$ cat config.mk
export PLATFORM = sky130hd
export DESIGN_NAME = lfsr_prbs_gen
export DESIGN_NICKNAME = d
export VERILOG_FILES = /design/src/rtl/lfsr_prbs_gen.sv
export SDC_FILE = /design/constraint.sdc
export NUM_CORES = 1
export LEC_CHECK = 0
export ABC_AREA = 0
export BUFFER_PORTS_ARGS = -buffer_cell sky130_fd_sc_hd__buf_2
export CAP_MARGIN = 20
export CELL_PAD_IN_SITES_DETAIL_PLACEMENT = 0
export CELL_PAD_IN_SITES_GLOBAL_PLACEMENT = 1
export CORE_UTILIZATION = 35
export DETAILED_ROUTE_END_ITERATION = 10
export HOLD_SLACK_MARGIN = 0.03
export PLACE_DENSITY_LB_ADDON = 0.05
export SLEW_MARGIN = 10
export SYNTH_ARGS = -nofsm -noshare
export SYNTH_HDL_FRONTEND = slang
export SYNTH_SLANG_ARGS = --single-unit
$ cat constraint.sdc
create_clock -name clk -period 3.5 [get_ports clk]
set_input_delay 0.35 -clock clk [delete_from_list [all_inputs] [get_ports clk]]
set_output_delay 0.35 -clock clk [all_outputs]
set_load 0.02 [all_outputs]
$ cat src/rtl/lfsr_prbs_gen.sv
// ============================================================================
//  Module   : lfsr_prbs_gen
//  Purpose  : Fibonacci XNOR LFSR PRBS generator with ones/zeros tallies,
//             wrap detection and sequence-period measurement.
//  Options  : `define LFSR_LOCKUP_GUARD_EN to build the all-ones lock-up
//             guard (seed substitution plus one-cycle lockup pulse).
//  Revision : 1.0  initial release
// ============================================================================
`default_nettype none

module lfsr_prbs_gen #(
    parameter int               WIDTH = 16,
    parameter logic [WIDTH-1:0] TAPS  = 16'hD008,
    parameter logic [WIDTH-1:0] SEED  = {{(WIDTH-1){1'b0}}, 1'b1},
    parameter int               CNT_W = 16
) (
    input  logic             clk,
    input  logic             reset,
    input  logic             sh_en,
    input  logic             load,
    input  logic [WIDTH-1:0] seed_in,
    output logic [WIDTH-1:0] Q_out,
    output logic             bit_out,
    output logic [CNT_W-1:0] ones,
    output logic [CNT_W-1:0] zeros,
    output logic             max_tick,
    output logic [WIDTH-1:0] period,
    output logic             period_valid,
    output logic             lockup
);

    localparam logic [CNT_W-1:0] C_CNT_MAX = {CNT_W{1'b1}};

    logic [WIDTH-1:0] r_q;
    logic [WIDTH-1:0] r_start;
    logic [CNT_W-1:0] r_ones;
    logic [CNT_W-1:0] r_zeros;
    logic [WIDTH-1:0] r_steps;
    logic [WIDTH-1:0] r_period;
    logic             r_pvalid;
    logic             r_tick;

    logic             w_fb;
    logic [WIDTH-1:0] w_next;
    logic             w_wrap;

    // XNOR feedback keeps the all-zeros state legal; all-ones is the lock-up state.
    assign w_fb   = ~^(r_q & TAPS);
    assign w_next = {r_q[WIDTH-2:0], w_fb};
    assign w_wrap = (w_next == r_start);

`ifdef LFSR_LOCKUP_GUARD_EN
    logic r_lock;
    logic w_seed_bad;
    logic w_stuck;

    assign w_seed_bad = &seed_in;
    assign w_stuck    = &r_q;
`endif

    // Main state: LFSR, reference seed, tallies, period measurement and flags.
    always_ff @(posedge clk or negedge reset) begin
        if (!reset) begin
            r_q      <= SEED;
            r_start  <= SEED;
            r_ones   <= '0;
            r_zeros  <= '0;
            r_steps  <= '0;
            r_period <= '0;
            r_pvalid <= 1'b0;
            r_tick   <= 1'b0;
`ifdef LFSR_LOCKUP_GUARD_EN
            r_lock   <= 1'b0;
`endif
        end else begin
            // Pulses default low; only a wrap or a recovery raises them.
            r_tick <= 1'b0;
`ifdef LFSR_LOCKUP_GUARD_EN
            r_lock <= 1'b0;
`endif
            if (load) begin
`ifdef LFSR_LOCKUP_GUARD_EN
                if (w_seed_bad) begin
                    r_q     <= SEED;
                    r_start <= SEED;
                    r_lock  <= 1'b1;
                end else
`endif
                begin
                    r_q     <= seed_in;
                    r_start <= seed_in;
                end
                r_ones   <= '0;
                r_zeros  <= '0;
                r_steps  <= '0;
                r_pvalid <= 1'b0;
            end else if (sh_en) begin
`ifdef LFSR_LOCKUP_GUARD_EN
                if (w_stuck) begin
                    // Recovery restarts the measurement from the fallback seed.
                    r_q     <= SEED;
                    r_start <= SEED;
                    r_steps <= '0;
                    r_lock  <= 1'b1;
                end else
`endif
                begin
                    r_q <= w_next;
                    // Tally the bit being shifted out, saturating at full scale.
                    if (r_q[WIDTH-1]) begin
                        if (r_ones != C_CNT_MAX) r_ones <= r_ones + 1'b1;
                    end else begin
                        if (r_zeros != C_CNT_MAX) r_zeros <= r_zeros + 1'b1;
                    end
                    if (w_wrap) begin
                        r_period <= r_steps + 1'b1;
                        r_pvalid <= 1'b1;
                        r_steps  <= '0;
                        r_tick   <= 1'b1;
                    end else begin
                        r_steps  <= r_steps + 1'b1;
                    end
                end
            end
        end
    end

    assign Q_out        = r_q;
    assign bit_out      = r_q[WIDTH-1];
    assign ones         = r_ones;
    assign zeros        = r_zeros;
    assign max_tick     = r_tick;
    assign period       = r_period;
    assign period_valid = r_pvalid;
`ifdef LFSR_LOCKUP_GUARD_EN
    assign lockup       = r_lock;
`else
    assign lockup       = 1'b0;
`endif

endmodule

`default_nettype wire
# --- Word level (Yosys, flattened, before mapping) ---
# Cells that the tools add are included.
classes:
  addsub: 3
  n_mul: 0
  n_div: 0
  n_lt_le_gt_ge: 0
  n_eq_ne: 4
  n_shift: 0
  n_mux: 19
  bitwise_logic: 1
  reduce_logical: 10
ops:
  columns: ["operator", "n"]
  rows:
  - ["16-bit two-way mux", 13]
  - ["16-bit by 1-bit adder with 16-bit output, second input constant", 3]
  - ["16-bit inequality test, second input constant", 2]
  - ["16-bit == test", 1]
  - ["16-bit XNOR reduction", 1]
  - ["2-bit nonzero test", 5]
  - ["3-bit AND reduction", 3]
  - ["1-bit two-way mux", 6]
  - ["2-bit inequality test, second input constant", 1]
  - ["2-bit AND reduction", 1]
  - ["1-bit NOT", 1]
totals:
  register_bits: 98
  latch_bits: 0
  mem_bits_rw: 0
  mem_bits_ro: 0
  in_bits: 20
  output_inout_bits: 68
  mem_count: 0

# --- Longest topological paths before layout ---
# Gate-level depths: netlist of the first run.
logic_depth:
  depth_word: 5
  ltp_mapped: 8
  depth_no_buf: 7

# --- Least setup slack after synthesis of the first run ---
# No wires, ideal clock.
synth_path:
  path_kind: "reg-to-reg"
  from: "register r_q[0] (netlist: Q_out[0])"
  to: "register r_period[10] (netlist: period[10])"
  setup_time_ns: 0.125
  t_arrival_ns: 2.018
  required_ns: 3.375
  setup_slack_ns: 1.356
  stages_incl_launch_ff: 9
  n_path_buf: 2
  synth_period_minus_slack_ns: 2.144
  cell_sequence: "dfstp_2 -> xnor2_1 -> nand4_1 -> nor4_1 -> and2_1 -> and3_4 -> buf_6 -> buf_12 -> mux2_4"
synth_via:
  elab_chain_cells: 2
synth_rtl:
  columns: ["element", "line", "source"]
  rows:
  - ["start, declared", "34", "logic [WIDTH-1:0] r_q;"]
  - ["start signal, assigned", "90", "r_q <= seed_in;"]
  - ["start signal, assigned", "108", "r_q <= w_next;"]
  - ["16-bit == test", "50", "assign w_wrap = (w_next == r_start);"]
  - ["3-bit AND reduction (no source line)", null, null]
  - ["end signal, assigned", "116", "r_period <= r_steps + 1'b1;"]
  - ["end, declared", "39", "logic [WIDTH-1:0] r_period;"]
# No other way between the ends.
# A chain may end at the register's enable or synchronous reset.

# --- Worst setup path after layout of the first run ---
layout_path:
  from: "register r_q[0] (netlist: Q_out[0])"
  to: "register r_period[1] (netlist: period[1])"
# Same word-level chain as after synthesis.

==> results of run 1 <==
==> power by group <==
group	internal [mW]	switching [mW]	leakage (nW)	total [mW]
registers	1.18	0.0478	1.29	1.22
clock network	0.501	0.437	0.134	0.939
logic	0.0990	0.158	1.27	0.257
total	1.78	0.643	2.70	2.42
==> cell families after synthesis <==
family / synth area share, %
AOI/OAI and AO/OA: 9.18
adders and majority gates: 0.787
xor gates and xnor gates: 9.73
and+or+nand+nor: 16.4
buffers and inverters: 4.59
DFF: 51.5
other: 0.0786
muxes: 7.77
==> critical path, delay by kind of cell (launching register included) <==
| family | cells | cell delay [ns] |
|---|---|---|
| xor gates and xnor gates | 1 | 0.13 |
| and+or+nand+nor | 4 | 1.11 |
| DFF | 1 | 0.56 |
| muxes | 1 | 0.38 |
==> Yosys cell counts, drive strengths merged, types with 4 or more instances <==
cell,n
clkbuf,11
nor4,4
nand3,17
xor2,24
o22ai,7
and2,4
nand2,56
mux2i,19
nand2b,6
inv,30
buf,8
nand4,16
nor2,40
and4,4
a21oi,10
o21ai,38
nor3,5
mux2,14
and3,7
xnor2,29
or3,4
dfrtp,96
==> state kept, by name, summed over array words and instances, names as in the netlist <==
register,cells
period_valid,1
r_start,16
Q_out,16
zeros,16
period,16
ones,16
r_steps,16
max_tick,1
==> routing by layer <==
layer	vias up	global-route usage [%]	share of wire, %
met5	-	0	0
met4	0	6.88	1.6
met3	10	3.14	3.8
met2	77	23.8	43
met1	1724	23.4	52
li1	1779	-	-
==> layout make-up <==
| class | count | area [um^2] | share of cell area (%) |
|---|---|---|---|
| Multi-Input combinational cell | 327 | 2090 | 37.1 |
| Inverter | 30 | 113 | 1.99 |
| Clock buffer | 10 | 239 | 4.23 |
| Tap cell | 176 | 220 | 3.90 |
| Timing Repair Buffer | 92 | 487 | 8.61 |
| Sequential cell | 98 | 2450 | 43.4 |
| Clock inverter | 6 | 42.5 | 0.753 |
==> final timing paths <==
| kind | to | slack [ns] | cells after the start |
|---|---|---|---|
| setup reg to reg | period[1] | 1.19 | 6 |
| hold / removal | period[10] | 0.05 | 2 |
| min in group clk | Q_out[3] | 0.22 | 3 |
| hold reg to reg | period_valid | 0.49 | 1 |
| max in group asynchronous | ones[0] | 3.01 | 2 |
| setup / recovery | period[1] | 1.19 | 6 |
==> cells in the final DEF (no fill, tap or decap), types with 2 or more instances in the layout <==
| master | n |
|---|---|
| or3_1 | 3 |
| clkinv_4 | 2 |
| mux2i_1 | 19 |
| mux2_2 | 8 |
| xnor2_1 | 29 |
| nor2_1 | 40 |
| inv_1 | 30 |
| nand3_1 | 17 |
| a31oi_1 | 2 |
| nand2b_1 | 6 |
| xor2_1 | 24 |
| o21a_1 | 2 |
| nand2_1 | 56 |
| buf_4 | 5 |
| a32o_1 | 3 |
| a22oi_1 | 2 |
| a21oi_1 | 10 |
| mux2_4 | 6 |
| clkinvlp_4 | 2 |
| nor4_1 | 3 |
| ha_1 | 3 |
| o21ai_0 | 35 |
| dfrtp_1 | 96 |
| dfstp_2 | 2 |
| clkbuf_16 | 9 |
| nand4_1 | 16 |
| o21ai_1 | 3 |
| nor3_1 | 5 |
| o22ai_1 | 7 |
| clkinv_2 | 2 |
| and2_1 | 3 |
| and4_1 | 4 |
| buf_2 | 85 |
| and3_1 | 6 |
==> metrics by stage <==
step	area, um^2	power, mW	utilization, %	std cells
after floorplan	4770	1.40	-	474
after global placement	5370	1.51	40.5	722
after detailed placement	5370	1.51	40.5	722
after CTS	5650	2.47	42.6	738
after global routing	5650	2.55	42.7	739
final	5650	2.42	42.7	739
==> results.md, run 1 <==
Run status:
- The flow ran to the end, and the final reports show no timing, DRC or antenna violations.

Finish:
- The share of cells above drive strength 1 is 22.7%.
- The number of diodes added for antenna fixing is 0.
- The final layout contains between 500 and 600 nets.
- Relative to the synthesized area, the layout overhead comes to 18.5%.
- The number of filler instances in the final layout is 1383.

Timing:
- Timing would allow up to ~430 MHz.
- After layout, the worst path uses 65.9% of the clock period.
- On the final layout, the worst hold slack is roughly 0.054 ns.
- The number of max-slew violations in the final report is 0.
- Setup repair after global routing left no endpoint under its margin.
- The final setup TNS is 0 ns.
- The worst slew slack as a fraction of its limit is about 51%.
- At the pin with the least slew margin, the transition time is 0.732 ns.
- The number of endpoints failing setup at the final stage is 0.
- Across the routed clock network, the largest skew measured is ~0.0083 ns.
- The minimum period implied by the final worst setup slack is 2.31 ns.
- The hold violation count in the final report is 0.
- The worst setup slack after layout is 1.19 ns.

Yosys:
- The area of the mapped netlist is 0.00477 mm^2.
- The average instance in the mapped netlist occupies 10.1 um^2.
- The library cell occupying the most area in the post-synthesis netlist is dfrtp_1.
- Counting flops and latches in the post-synthesis netlist gives 98.
- Of all flip-flops after synthesis, the portion carrying an async set or reset was 100%.
- By area the synthesized netlist is led by dfrtp_1, xnor2_1, nand2_1.
- The main flop type after synthesis is dfrtp_1.
- The number of enable flip-flop cells after synthesis is 0.
- The fraction of synthesized cell area taken by the top area cell type is 50.4%.
- Counting every instance in the synthesized netlist gives 474.
- The distinct cell type count of the synthesized netlist is just under 50.
- The count of synthesis-stage warnings from yosys is 0.
- After synthesis, flip-flops and latches occupy 51.5% of the total area.
- Synthesis produced a netlist with a net count of 497.

Drt:
- The first TritonRoute pass finished after 4 iterations.
- After detailed routing, the average wire length per cell comes to 14.4 um.
- The violation count after the first detailed-routing iteration is 110.
- The detailed router placed between 3000 and 4000 vias in this run.
- The final routed wirelength across all metal layers is around 11 mm.
- Once detail routing completed, the nets flagged for antenna violations numbered 0.
- The residual DRC count is 0.
- Dividing the detail-routed via count by the number of cells gives between 4 and 5.

Critical path:
- At the worst endpoint, the required time is about 3.7 ns.
- Along the worst path, the maximum fanout reaches 18.
- The standard cell with the maximum stage delay on the critical path is dfstp_2.
- The kind of start point of the critical path is a register.
- The worst setup path is of the register to register kind.
- In this design, the stage delay of the slowest critical-path cell is 0.56 ns.
- The startpoint of the worst-slack reg-to-reg timing path is Q_out[0].
- Data arrives at the worst endpoint at 2.54 ns.
- The worst setup path is captured at a register.
- Walking the worst path, the cells encountered are xnor2_1 -> nand4_1 -> nor4_1 -> and2_1 -> and3_4 -> mux2_2.
- The most critical setup path has its startpoint at Q_out[0].

Clock network:
- The clock latency at the later pin of the worst-skew pair is 0.35 ns.
- The number of buffers on the longest clock path is 2.
- The number of setup buffers added after CTS is 0.
- The clock root buffer master is clkbuf_16.
- In this run, post-CTS hold repair placed 0 buffers.
- The count of instances resized after the clock tree is built is 0.
- The number of buffers inserted during clock tree synthesis is 9.
- The level count of the clock H-tree is 3.
- TritonCTS built the clock tree.
- The total number of clock tree sinks is between 90 and 100.
- The post-CTS clock slew at the launch and capture registers of the worst setup and hold paths is 0.07 ns.

Floorplan:
- The vertical extent of the die is 119 um.
- The number of I/O pins is 88.
- The initial cell density of the core is 36.0%.
- The die covers roughly 0.014 mm^2.
- The core box area is 0.0132 mm^2.
- The floorplan has 42 rows.
- The width of the die is between 100 and 150 um.

Placed design:
- At the placement stage, the worst setup path has a slack of between 1 and 1.5 ns.
- The half-perimeter wire length of the detailed placement result is 7.15 mm.
- During placement, the flow inserted port buffers numbering 86.
- At the end of routability-driven placement, the weighted congestion stood at 0.750.

Power and ir drop:
- Power spread over the standard cell area amounts to 428 mW/mm^2.
- The leakage power figure is 2.70 nW.
- The maximum VDD drop is 195 uV.

GRT:
- The via count of the first global-routing pass is 3544.
- The number of antenna violations at the first check in global routing was 0.
- The total track usage is 16.3%.
- The first global-routing pass estimated 18.1 mm of wire.
- The pin count of the biggest net entering global routing is 99.
- For this run the aggregate overflow at the end of global routing stands at 0.

Min path:
- The path category of the worst min-delay check is primary input to async pin.

Run:
- Max-cap violations in this run came to 0.
(Power assumes the default switching activity.)
==> run 2, diff against run 1 <==
ABC_AREA = 1   (was 0)
clock period = 1.9 ns   (was 3.5 ns; I/O delays follow)
==> run 2 against run 1 <==
  * Clock power rose by 120%
  * Die area rose by 8.1%
  * Critical path depth rose by 3
  * First-iteration DRC count rose by 95%
  * Cell count rose by 32%
  * Largest power group unchanged
  * Clock skew barely moved
==> results.md, run 2 <==
Yosys:
- The register area share after synthesis came to 47.6% (was 51.5%).
- Commonest cells in the netlist: nand2_1, dfrtp_1, nor2_1 (was dfrtp_1, nand2_1, nor2_1).
- Top cells by area, synth: dfrtp_1, nand2_1, nor2_1 (was dfrtp_1, xnor2_1, nand2_1).
- The library cell occupying the most area in the post-synthesis netlist is dfrtp_1 (unchanged).
- The most common cell in the netlist is nand2_1 (was dfrtp_1).
- The share of synthesized flip-flops with an asynchronous set or reset is 100% (unchanged).
- The post-synthesis instance total is 680 (was 474).
- The main flop type after synthesis is dfrtp_1 (unchanged).
- The mean area per synthesized cell is 7.59 um^2 (was 10.1 um^2).
- The count of synthesis-stage warnings from yosys is 0 (unchanged).
- The fraction of synthesized cell area taken by the top area cell type is 46.6% (was 50.4%).
- The distinct cell type count of the synthesized netlist is 36 (was 49).
- The area of the mapped netlist came to 0.00516 mm^2 (was 0.00477 mm^2).
- The total nets after synthesis is 703 (was 497).
- The number of storage elements in the synthesis netlist came to 98 (unchanged).
- The number of enable flip-flop cells after synthesis came to 0 (unchanged).

Timing:
- The hold violation count in the final report is 0 (unchanged).
- The worst slew slack as a fraction of its limit was 58.1% (was 51.2%).
- The post-route clock skew is 0.00790 ns (was 0.00828 ns).
- Setup repair after global routing missed its margin: false (unchanged).
- The number of max-slew violations in the final report is 0 (unchanged).
- The minimum period implied by the final worst setup slack was 1.74 ns (was 2.31 ns).
- The final critical-path share of the clock period is 91.5% (was 65.9%).
- The smallest hold slack is 0.0708 ns (was 0.0539 ns).
- The maximum clock frequency is 575 MHz (was 434 MHz).
- The worst setup slack after layout is 0.161 ns (was 1.19 ns).
- The number of endpoints failing setup at the final stage is 0 (unchanged).
- The final setup TNS came to 0 ns (unchanged).
- The slew at the pin closest to its max-slew limit is 0.629 ns (was 0.732 ns).

GRT:
- The global-route wire length before repair is 21.8 mm (was 18.1 mm).
- The via count of the first global-routing pass is 4385 (was 3544).
- The total track usage came to 18.6% (was 16.3%).
- The overflow left after global routing is 0 (unchanged).
- The pin count of the biggest net entering global routing is 45 (was 99).
- The number of antenna violations at the first check in global routing is 0 (unchanged).

Floorplan:
- The width of the die is 123 um (was 119 um).
- The vertical extent of the die is 123 um (was 119 um).
- The floorplan row count is 44 (was 42).
- The number of I/O pins came to 88 (unchanged).
- The core box area is 0.0145 mm^2 (was 0.0132 mm^2).
- The initial cell density of the core was 35.6% (was 36.0%).
- The die area is 0.0152 mm^2 (was 0.0141 mm^2).

Finish:
- The share of cells above drive strength 1 is 18.5% (was 22.7%).
- The number of diodes added for antenna fixing is 0 (unchanged).
- The number of filler instances in the final layout is 1538 (was 1383).
- Top library cells by usage in the layout, fill and taps aside: nand2_1, dfrtp_1, buf_2 (was dfrtp_1, buf_2, nand2_1).
- The combined area of the multi-input logic cells is 0.00237 mm^2 (was 0.00209 mm^2).
- The utilization of the core after routing is 43.4% (was 42.7%).
- The area taken by flip-flops and latches is 0.00245 mm^2 (unchanged).
- The area growth from synthesis to layout is 21.9% (was 18.5%).
- The final standard cell count with taps included and fillers excluded was 974 (was 739).
- The cell area after layout is 0.00629 mm^2 (was 0.00565 mm^2).
- The post-layout net count is 808 (was 581).
- The commonest non-fill, non-tap cell in the layout is nand2_1 (was dfrtp_1).

Critical path:
- The class of the most critical setup path is register to register (unchanged).
- The critical-path maximum fanout was 10 (was 18).
- The nature of the critical path endpoint is a register (unchanged).
- The data arrival time at the worst-slack endpoint is 1.97 ns (was 2.54 ns).
- The data required time at the worst endpoint came to 2.13 ns (was 3.73 ns).
- The kind of start point of the critical path is a register (unchanged).

Drt:
- The final routed wirelength across all metal layers is 13.6 mm (was 10.6 mm).
- The violation count after the first detailed-routing iteration is 214 (was 110).
- The routed wire length per instance is 14.0 um (was 14.4 um).
- The total number of vias is 4581 (was 3590).
- The detail-routed via count per cell came to 4.70 (was 4.86).
- The count of TritonRoute iterations in the first routing pass is 4 (unchanged).
- The post-route antenna net violation count was 0 (unchanged).
- The residual DRC count was 0 (unchanged).

Clock network:
- The clock latency at the later pin of the worst-skew pair is 0.35 ns (about the same).
- The clock root buffer master is clkbuf_16 (unchanged).
- The total number of clock tree sinks is 98 (unchanged).
- The buffer count from post-CTS setup fixing is 0 (unchanged).
- The TritonCTS clock tree is built (unchanged).
- The post-CTS clock slew at the launch and capture registers of the worst setup and hold paths is 0.06 ns (was 0.07 ns).
- The number of buffers inserted during clock tree synthesis is 9 (unchanged).
- The level count of the clock H-tree is 3 (unchanged).
- The number of buffers on the longest clock path was 2 (unchanged).

Placed design:
- The half-perimeter wire length of the detailed placement result is 9.89 mm (was 7.15 mm).
- The instance area at placement is 0.00592 mm^2 (was 0.00537 mm^2).
- The final weighted congestion in routability-driven placement is 0.802 (was 0.750).
- The setup slack after placement was 0.0419 ns (was 1.20 ns).
- The post-placement cell count is 956 (was 722).
- The number of buffer cells added on primary ports came to 86 (unchanged).

Min path:
- The path category of the worst min-delay check is primary input to register (was primary input to async pin).

Power and ir drop:
- The total power was 4.92 mW (was 2.42 mW).
- The power density relative to cell area came to 782 mW/mm^2 (was 428 mW/mm^2).
- The leakage power figure is 3.30 nW (was 2.70 nW).
- The maximum VDD drop is 424 uV (was 195 uV).

Run status:
- Outcome: complete, no violations (unchanged).

Run:
- The max capacitance violation total is 0 (unchanged).
## run 2: cell types whose count changed after synthesis, moves of 7 or more
| cell | delta |
|---|---|
| o221ai_1 | +14 |
| mux2_2 | -8 |
| inv_1 | +32 |
| nand3_1 | +18 |
| xnor2_1 | -20 |
| nor2_1 | +27 |
| o22ai_1 | -7 |
| nand2_1 | +212 |
| mux2i_1 | -19 |
## run 2: routing by layer
layer	global-route usage, %	vias to the layer above	wire length [um]
met3	3.27	14	562
li1	-	2364	-
met2	28.6	81	6060
met1	26.0	2122	6780
met4	7.00	0	231
met5	0	-	0
## run 2: worst paths after layout
path	from	endpoint	slack (ns)	cells past startpoint
setup / recovery	ones[1]	ones[12]	0.16	9
hold / removal	seed_in[8]	r_start[8]	0.07	3
setup reg to reg	ones[1]	ones[12]	0.16	9
hold reg to reg	period[6]	period[6]	0.48	2
max in group asynchronous	reset	ones[9]	0.85	3
min in group asynchronous	reset	ones[15]	0.33	2
## run 2: logic make-up (layout without fill, tap and decap cells)
| family | count (synthesis) | in the layout | synth area share [%] |
|---|---|---|---|
| adder cells (fa/ha/maj) | 3 | 3 | 0.728 |
| AO/OA/AOI/OAI | 61 | 61 | 7.25 |
| buffers and inverters | 85 | 194 | 6.76 |
| AND/OR/NAND/NOR | 401 | 402 | 32.3 |
| other | 1 | 1 | 0.0727 |
| XOR/XNOR | 31 | 31 | 5.26 |
| flip-flops | 98 | 98 | 47.6 |
## run 2: final cells by class
| cell class | instances | area share, % |
|---|---|---|
| flip-flops and latches | 98 | 39.0 |
| inverters | 67 | 4.08 |
| clock buffers | 11 | 4.02 |
| multi-input cells | 498 | 37.8 |
| well taps | 184 | 3.66 |
| repair buffers | 111 | 10.1 |
| clock inverters | 5 | 1.35 |
## run 2: timing repair
| action | in CTS | in global routing |
|---|---|---|
| hold buffers | 1 | 0 |
| endpoints found under the hold margin | 31 | 0 |
| resized for setup | 0 | 5 |
| endpoints found under the setup margin | 0 | 28 |
## run 2: critical path, stage by stage, from the launching register on
cell	delay [ns]
dfrtp_1	0.44
ha_2	0.26
nand2_1	0.11
nor3_4	0.18
nand4_1	0.13
nand2_2	0.12
nand2_2	0.07
buf_4	0.17
nand2_1	0.06
o21ai_0	0.07
## run 2: where the power goes
part / total [mW] / internal [mW] / switching, mW
clock: 2.07 / 1.23 / 0.833
sequential: 2.25 / 2.18 / 0.0697
combinational: 0.606 / 0.194 / 0.413
total: 4.92 / 3.61 / 1.32
